==> src/rtl/fetch_unit.sv <==
// fetch_unit: instruction fetch stage feeding decode's 16-bit inst input.
// Holds the PC and keeps at most one instruction-memory read outstanding.
// Returned words go into a small show-ahead FIFO that decode drains over a
// valid/ready handshake. A redirect flushes the FIFO and drops any read
// still in flight.
// Optional build macro FETCH_PERF_CNT_EN adds saturating counters for
// FIFO pushes (perf_fetched) and for cycles without a valid instruction
// (perf_stall).
module fetch_unit #(
  parameter int              PC_W     = 9,
  parameter logic [PC_W-1:0] RESET_PC = '0,
  parameter int              DEPTH    = 2
) (
  input  logic            ck,
  input  logic            rst_n,
  output logic            imem_req,
  output logic [PC_W-1:0] imem_addr,
  input  logic            imem_rvalid,
  input  logic [15:0]     imem_rdata,
  output logic [15:0]     inst,
  output logic [PC_W-1:0] inst_pc,
  output logic            inst_valid,
  input  logic            dec_ready,
  input  logic            redir_valid,
  input  logic [PC_W-1:0] redir_pc
`ifdef FETCH_PERF_CNT_EN
  ,
  output logic [15:0]     perf_fetched,
  output logic [15:0]     perf_stall
`endif
);

  localparam int AW = (DEPTH > 1) ? $clog2(DEPTH) : 1;
  localparam logic [AW:0] FULL_CNT = (AW + 1)'(DEPTH);

  // ISSUE: free to request; WAIT: response pending and wanted;
  // DROP: response pending but made stale by a redirect.
  typedef enum logic [1:0] {ISSUE, WAIT, DROP} state_t;

  state_t          state_reg, state_next;
  logic [PC_W-1:0] pc_reg;
  logic [PC_W-1:0] req_addr_reg;

  logic [15:0]     data_mem [DEPTH];
  logic [PC_W-1:0] addr_mem [DEPTH];
  logic [AW-1:0]   wr_ptr_reg, rd_ptr_reg;
  logic [AW:0]     count_reg;

  logic issue_ok;
  logic push;
  logic pop;
  logic fifo_empty;

  // The space check runs only from ISSUE, where nothing is outstanding, so
  // a granted request always has a free slot waiting for its response.
  assign issue_ok   = rst_n && (state_reg == ISSUE) && (count_reg < FULL_CNT) && !redir_valid;
  assign push       = (state_reg == WAIT) && imem_rvalid && !redir_valid;
  assign fifo_empty = (count_reg == '0);
  assign inst_valid = !fifo_empty && !redir_valid;
  assign pop        = inst_valid && dec_ready;

  // State register.
  always_ff @(posedge ck) begin
    if (!rst_n) state_reg <= ISSUE;
    else        state_reg <= state_next;
  end

  // Next-state logic; a redirect never leaves a pending response unaccounted for.
  always_comb begin
    state_next = state_reg;
    case (state_reg)
      ISSUE: begin
        if (issue_ok) state_next = WAIT;
      end
      WAIT: begin
        if (imem_rvalid)      state_next = ISSUE;
        else if (redir_valid) state_next = DROP;
      end
      DROP: begin
        if (imem_rvalid) state_next = ISSUE;
      end
      default: state_next = ISSUE;
    endcase
  end

  // Memory request outputs; the address tracks the PC at all times.
  always_comb begin
    imem_req  = issue_ok;
    imem_addr = pc_reg;
  end

  // PC advance, redirect load, and capture of the address being fetched.
  always_ff @(posedge ck) begin
    if (!rst_n) begin
      pc_reg       <= RESET_PC;
      req_addr_reg <= RESET_PC;
    end else if (redir_valid) begin
      pc_reg <= redir_pc;
    end else if (issue_ok) begin
      req_addr_reg <= pc_reg;
      pc_reg       <= pc_reg + PC_W'(1);
    end
  end

  // FIFO storage; no reset needed since reads are masked while empty.
  always_ff @(posedge ck) begin
    if (push) begin
      data_mem[wr_ptr_reg] <= imem_rdata;
      addr_mem[wr_ptr_reg] <= req_addr_reg;
    end
  end

  // FIFO pointers and occupancy; a redirect empties the queue.
  always_ff @(posedge ck) begin
    if (!rst_n || redir_valid) begin
      wr_ptr_reg <= '0;
      rd_ptr_reg <= '0;
      count_reg  <= '0;
    end else begin
      if (push) wr_ptr_reg <= wr_ptr_reg + AW'(1);
      if (pop)  rd_ptr_reg <= rd_ptr_reg + AW'(1);
      case ({push, pop})
        2'b10:   count_reg <= count_reg + (AW + 1)'(1);
        2'b01:   count_reg <= count_reg - (AW + 1)'(1);
        default: count_reg <= count_reg;
      endcase
    end
  end

  // Head of the FIFO, forced to zero when nothing is queued.
  always_comb begin
    inst    = '0;
    inst_pc = '0;
    if (!fifo_empty) begin
      inst    = data_mem[rd_ptr_reg];
      inst_pc = addr_mem[rd_ptr_reg];
    end
  end

`ifdef FETCH_PERF_CNT_EN
  // Saturating performance counters, cleared only by reset.
  always_ff @(posedge ck) begin
    if (!rst_n) begin
      perf_fetched <= '0;
      perf_stall   <= '0;
    end else begin
      if (push && (perf_fetched != 16'hFFFF)) perf_fetched <= perf_fetched + 16'd1;
      if (!inst_valid && (perf_stall != 16'hFFFF)) perf_stall <= perf_stall + 16'd1;
    end
  end
`endif

endmodule
==> config.mk <==
export PLATFORM = sky130hd
export DESIGN_NAME = fetch_unit
export DESIGN_NICKNAME = d
export VERILOG_FILES = /design/src/rtl/fetch_unit.sv
export SDC_FILE = /design/constraint.sdc
export NUM_CORES = 1
export LEC_CHECK = 0
export CAP_MARGIN = 25
export CORE_MARGIN = 2
export CORE_UTILIZATION = 50
export DETAILED_ROUTE_END_ITERATION = 7
export PLACE_DENSITY = 0.77
export SLEW_MARGIN = 20
export SYNTH_ARGS = -nofsm -noshare
export SYNTH_HDL_FRONTEND = slang
export SYNTH_SLANG_ARGS = --single-unit
==> constraint.sdc <==
create_clock -name ck -period 3 [get_ports ck]
set_input_delay 0.75 -clock ck [delete_from_list [all_inputs] [get_ports ck]]
set_output_delay 0.75 -clock ck [all_outputs]
set_load 0.02 [all_outputs]
==> results of run 1 <==
[metrics by stage]
step	total power, mW	setup WS [ps]
2_1_floorplan	1.23	236
3_3_place_gp	1.32	117
3_5_place_dp	1.33	82.7
4_1_cts	2.13	97.3
5_1_grt	2.20	63.2
6_report	2.12	112
[kinds of logic after synthesis]
kind of cell | count (synthesis)
adder cells (fa/ha/maj) | 2
flip-flops | 75
AND/OR/NAND/NOR | 78
multiplexers | 26
AO/OA/AOI/OAI | 44
buffers and inverters | 17
XOR/XNOR | 6
[synth_stat cells]
| cell type | count |
|---|---|
| edfxtp_1 | 50 |
| nor2_1 | 34 |
| mux2i_1 | 26 |
| dfxtp_1 | 25 |
| o21ai_0 | 20 |
| a21oi_1 | 13 |
| clkbuf_1 | 10 |
| nand3_1 | 10 |
| nand2_1 | 8 |
| a31oi_1 | 5 |
| or3_1 | 5 |
| nor2b_1 | 4 |
| buf_2 | 3 |
| inv_1 | 3 |
| nand2b_1 | 3 |
| xnor2_1 | 3 |
| xor2_1 | 3 |
| and2_1 | 2 |
| ha_1 | 2 |
| nor3_1 | 2 |
| nor4_1 | 2 |
| o211ai_1 | 2 |
| o31ai_1 | 2 |
| or4_1 | 2 |
| a2111oi_0 | 1 |
| buf_6 | 1 |
| nand3b_1 | 1 |
| nand4_1 | 1 |
| nor3_2 | 1 |
| nor4bb_1 | 1 |
| o31a_1 | 1 |
| or4_4 | 1 |
| or4b_4 | 1 |
[power groups by stage]
stage / clock (mW) / combinational (mW) / sequential [mW]
global route: 0.873 / 0.175 / 1.15
detailed placement: 0 / 0.161 / 1.17
finish: 0.815 / 0.161 / 1.14
floorplan: 0 / 0.0647 / 1.17
global placement: 0 / 0.157 / 1.16
CTS: 0.829 / 0.162 / 1.14
[final cells by class]
type	count	share of cell area [%]
Inverter	3	0.278
Clock inverter	7	2.29
Multi-Input combinational cell	156	24.2
Sequential cell	75	49.5
Clock buffer	9	3.06
Tap cell	75	2.32
Timing Repair Buffer	76	18.4
[routing by layer]
layer / global-route usage, % / wire length [um] / vias up
met4: 9.00 / 85 / 0
li1: - / - / 1054
met2: 28.0 / 2650 / 64
met3: 4.13 / 313 / 9
met1: 23.7 / 2520 / 979
met5: 0 / 0 / -
[worst max-delay path, cell delays in order]
cell and delay [ps]:
clkdlybuf4s50_1 470, buf_4 170, nor2_1 120, clkdlybuf4s50_1 620
[worst max-delay path by stage]
stage / from / end / slack, ps / depth (start not counted)
final: redir_valid / inst_valid / 110 / 4
after global routing: redir_valid / imem_req / 60 / 4
after CTS: redir_valid / inst_valid / 100 / 4
after detailed placement: redir_valid / count_reg[1] / 80 / 8
after global placement: redir_valid / inst_valid / 120 / 4
after floorplan: imem_rvalid / addr_mem[0][0] / 240 / 3
==> metrics.md, run 1 <==
| Metric | Value |
|---|---|
| Layout cell share with drive strength beyond 1 | `9.51%` |
| DRT Pass-1 Iters | `4` |
| Top Registers | `data_mem: 32 flops, addr_mem: 18 flops` |
| Reg power frac | `53.9%` |
| Core footprint | `0.00592 mm2` |
| Design Area, Final | `0.00405 mm2` |
| Starting Density | `51.5%` |
| Post-CTS setup buffer count | `0` |
| Final period util | `96.3%` |
| Fill cells | `445` |
| Reg2Reg Launch Point | `imem_addr[0]` |
| Final cell count without fillers | `401` |
| VDD IR max | `0.342 mV` |
| Post-synthesis compound-gate area fraction | `8.00%` |
| Crit path max fanout | `5` |
| Setup tns final | `0 ps` |
| Synth cell types | `33` |
| IO Pins | `66` |
| Average routed wire per standard cell | `13.9 um` |
| Req. time, crit path | `2250 ps` |
| DIE HEIGHT | `82.1 um` |
| Post-synth net total | `280` |
| WHS Path Cells | `0` |
| First-pass GRT wire length | `9050 um` |
| Detailed Place HPWL | `3780 um` |
| Clk sink count | `75` |
| Die W | `82.1 um` |
| Worst-Skew Late Latency | `330 ps` |
| Synth warnings | `0` |
| Pwr per Cell Area | `524 mW/mm2` |
| Initial antenna violation count | `0` |
| Clock share of power | `38.5%` |
| Mux cell area share after synthesis | `8.53%` |
| Hold Fails Final Rpt | `0` |
| Yosys top cell area share | `49.2%` |
| RSZ-0062 raised after global routing | `no` |
| Min Tclk post-route | `2890 ps` |
| Total GRT Usage | `18.0%` |
| Status | `completed` |
| Startpoint Class | `primary input` |
| Initial DRC count | `123` |
| P_int | `1.67 mW` |
| Commonest non-fill, non-tap cell in the layout | `clkdlybuf4s50_1` |
| Commonest non-fill, non-tap cells in the layout | `clkdlybuf4s50_1 (65), edfxtp_1 (50), nor2_1 (32)` |
| Post-route ant nets | `0` |
| Max reg flops | `32` |
| Combinational group share of total power | `7.6%` |
| Longest Clk Path Bufs | `2` |
| Max_slew headroom | `63.1%` |
| Cells after Synth | `248` |
| Ant. Diodes | `0` |
| Post-CTS sizing | `0` |
| Hold_buf cts | `0` |
| Hold WC Path Type | `flip-flop to flip-flop` |
| Clock root cell | `clkbuf_8` |
| Clk slew on worst S/H paths | `80 ps` |
| Area post-placement | `0.00383 mm2` |
| Net Sw Power | `449 uW` |
| Largest family of logic cells by synthesized area | `simple AND/OR/NAND/NOR gates` |
| Placer Congestion | `0.845` |
| Slew Limit Fails | `0` |
| Worst hold endpoint | `addr_mem[1][8]` |
| Overflow after GRT | `0` |
| R2R Setup Slk | `1070 ps` |
| Vias | `2,106` |
| Seq/Total Area, Yosys | `65.6%` |
| Drt total wl | `5570 um` |
| Clk_skew | `7.88 ps` |
| Sequential cell area | `0.00200 mm2` |
| Average cell area after synthesis | `12.3 um2` |
| Max cap viols | `0` |
| Final core utilization | `68.4%` |
| Adder-Cell Fraction of Synth Area | `0.820%` |
| Switching share of power | `21.2%` |
| Yosys top cell by area | `edfxtp_1` |
| Final net count | `353` |
| Area of the mapped netlist | `0.00305 mm2` |
| I/O Buffers | `65` |
| Crit end category | `output pin` |
| LEAKAGE | `1.32 nW` |
| CTS Buf Count | `9` |
| Yosys reg bits | `75` |
| Fmax | `346 MHz` |
| Area of the multi-input gates | `978 um2` |
| Number of global-route vias before repair | `1,914` |
| Drt via density | `5.25` |
| FP Rows | `28` |
| Worst Reg-to-Reg Cells | `4` |
| Reg with most FFs | `data_mem` |
| Synth Area in Simple Gates | `12.8%` |
| CTS H-Tree Depth | `3` |
| Critical path type | `primary input to output pin` |
| Area delta synth->final | `32.7%` |
| CTS tree | `built` |
| Crit path DAT | `2140 ps` |
| Hold Crit Start | `req_addr_reg[8]` |
| Worst-Margin Slew | `550 ps` |
| Full die area | `0.00674 mm2` |
| Worst r2r dst | `imem_addr[8]` |
| Pin count of the biggest net entering global routing | `26` |
| Placed cell count | `385` |
| Area contributors post-synth | `edfxtp_1 (49%), dfxtp_1 (16%), mux2i_1 (8.5%)` |
| Hold_ws | `449 ps` |
| # DRC | `0` |
| Post-Synth XOR/XNOR Area | `1.72%` |
| Final setup violation count | `0` |
(Power assumes the default switching activity.)
==> inputs of run 2 (changes only) <==
- CORE_UTILIZATION: 50 -> 25
- PLACE_DENSITY: 0.77 -> 0.43
==> run 2 against run 1 <==
Power rose by 13%. Sequential power barely moved. Via count about the same. Wire length increased by 16%. Fmax grew 0.50%. Utilization fell by 33 points. Clock power increased by 35%. Final cell count up 17%. Count of clock-buffer cells in the layout increased by 1.
==> metrics.md, run 2 (synthesized netlist as in run 1, its figures left out) <==
| Metric | Value |
|---|---|
| Final net count | `352` |
| P_int | `1.93 mW` |
| WP buf/inv | `2` |
| Vias | `2,107` |
| CTS Buf Count | `9` |
| First-pass GRT wire length | `10,500 um` |
| Combinational group share of total power | `6.7%` |
| CP Cell Sequence | `clkdlybuf4s50_1, nand2b_1, nor2_1, clkdlybuf4s50_1` |
| Area of the multi-input gates | `978 um2` |
| Pwr per Cell Area | `566 mW/mm2` |
| Placer Congestion | `0.740` |
| Fmax | `348 MHz` |
| Core footprint | `0.0120 mm2` |
| Worst-Margin Slew | `537 ps` |
| Sequential cell area | `0.00200 mm2` |
| Status | `completed` |
| Post-route ant nets | `0` |
| Crit end category | `output pin` |
| Crit path DAT | `2120 ps` |
| Longest Clk Path Bufs | `2` |
| Clk slew on worst S/H paths | `60 ps` |
| Number of global-route vias before repair | `2,031` |
| Slew Limit Fails | `0` |
| Post-CTS setup buffer count | `0` |
| Reg with most FFs | `data_mem` |
| Setup tns final | `0 ps` |
| Clock share of power | `45.6%` |
| LEAKAGE | `1.37 nW` |
| Hold Fails Final Rpt | `0` |
| GRT met2 Usage | `15.4%` |
| IO Pins | `66` |
| DIE HEIGHT | `114 um` |
| Overflow after GRT | `0` |
| Initial antenna violation count | `0` |
| FP Rows | `40` |
| Hold_ws | `444 ps` |
| Req. time, crit path | `2250 ps` |
| Starting Density | `25.5%` |
| Commonest non-fill, non-tap cell in the layout | `clkdlybuf4s50_1` |
| Full die area | `0.0131 mm2` |
| Max_slew headroom | `64.0%` |
| Global routing's busiest layer | `met2` |
| Drt total wl | `6490 um` |
| CTS tree | `built` |
| Initial DRC count | `85` |
| I/O Buffers | `65` |
| Top delay family on crit path | `buffers and inverters` |
| RSZ-0062 raised after global routing | `no` |
| CP max stage delay | `620 ps` |
| Pin count of the biggest net entering global routing | `27` |
| Max reg flops | `32` |
| Die W | `114 um` |
| Drt via density | `4.47` |
| Fill cells | `1,215` |
| Top Registers | `data_mem: 32 flops, addr_mem: 18 flops` |
| Hold Crit Start | `req_addr_reg[8]` |
| # DRC | `0` |
| Crit path top cell by count | `clkdlybuf4s50_1` |
| Max cap viols | `0` |
| Commonest non-fill, non-tap cells in the layout | `clkdlybuf4s50_1 (65), edfxtp_1 (50), nor2_1 (32)` |
| Tot Pwr | `2.40 mW` |
| Clock root cell | `clkbuf_16` |
| Clk_skew | `6.30 ps` |
| Startpoint Class | `primary input` |
| CTS H-Tree Depth | `3` |
| Final setup violation count | `0` |
| Worst-Skew Late Latency | `320 ps` |
| Crit path max fanout | `3` |
| Met3 Usage GRT | `2.17%` |
| Critical path type | `primary input to output pin` |
| Final core utilization | `35.5%` |
| GR Util met1 | `14.5%` |
| Hold WC Path Type | `flip-flop to flip-flop` |
| Ant. Diodes | `0` |
| Clk sink count | `75` |
| Reg power frac | `47.7%` |
| Area delta synth->final | `39.2%` |
| Min Tclk post-route | `2870 ps` |
| Post-CTS sizing | `0` |
| Detailed Place HPWL | `4450 um` |
| Critical path's slowest cell | `clkdlybuf4s50_1` |
| Layout cell share with drive strength beyond 1 | `8.95%` |
| Total GRT Usage | `10.4%` |
| Net Sw Power | `477 uW` |
| Final period util | `95.8%` |
| VDD IR max | `0.271 mV` |
| DRT Pass-1 Iters | `4` |
| Switching share of power | `19.8%` |
| Hold_buf cts | `0` |
| CP startpoint | `redir_valid` |
| Average routed wire per standard cell | `13.8 um` |
| Reg2Reg Launch Point | `count_reg[1]` |
==> run 2: power by group through the flow <==
| stage | logic (mW) | registers, mW | clock network [mW] |
|---|---|---|---|
| 2_1_floorplan | 0.0647 | 1.17 | 0 |
| 3_3_place_gp | 0.162 | 1.17 | 0 |
| 3_5_place_dp | 0.162 | 1.17 | 0 |
| 4_1_cts | 0.164 | 1.15 | 1.12 |
| 5_1_grt | 0.177 | 1.15 | 1.18 |
| 6_report | 0.161 | 1.15 | 1.10 |
==> run 2: layer usage <==
layer / up-vias / share of wire [%]
li1: 1054 / -
met1: 982 / 48
met2: 61 / 45
met3: 10 / 4.9
met4: 0 / 1.7
met5: - / 0
==> run 2: final timing paths <==
kind	cells past startpoint	slack, ps	to
hold reg to reg	0	440	addr_mem[1][8]
setup reg to reg	7	990	count_reg[1]
hold / removal	0	440	addr_mem[1][8]
setup / recovery	4	130	imem_req
==> run 2: layout make-up <==
class | instances | area share [%]
clock buffer | 10 | 5.39
clock inverter | 5 | 1.83
inverter | 3 | 0.265
multi-input combinational | 156 | 23.0
sequential | 75 | 47.2
tap | 147 | 4.33
timing repair buffer | 75 | 18.0
==> run 2: per-stage QoR <==
step           setup slack, ps  cell area, um2  cells
2_1_floorplan              236            3050    248
3_3_place_gp               153            3940    456
3_5_place_dp               132            3940    456
4_1_cts                    117            4250    471
5_1_grt                   73.5            4250    471
6_report                   127            4250    471
==> run 2: worst register-to-register path: cells and delay by family, from the launching register on <==
family,cells,cell delay [ps]
AOI/OAI and AO/OA,1,150
adders and majority gates,1,310
DFF,1,400
and+or+nand+nor,4,780
buffers and inverters,1,300
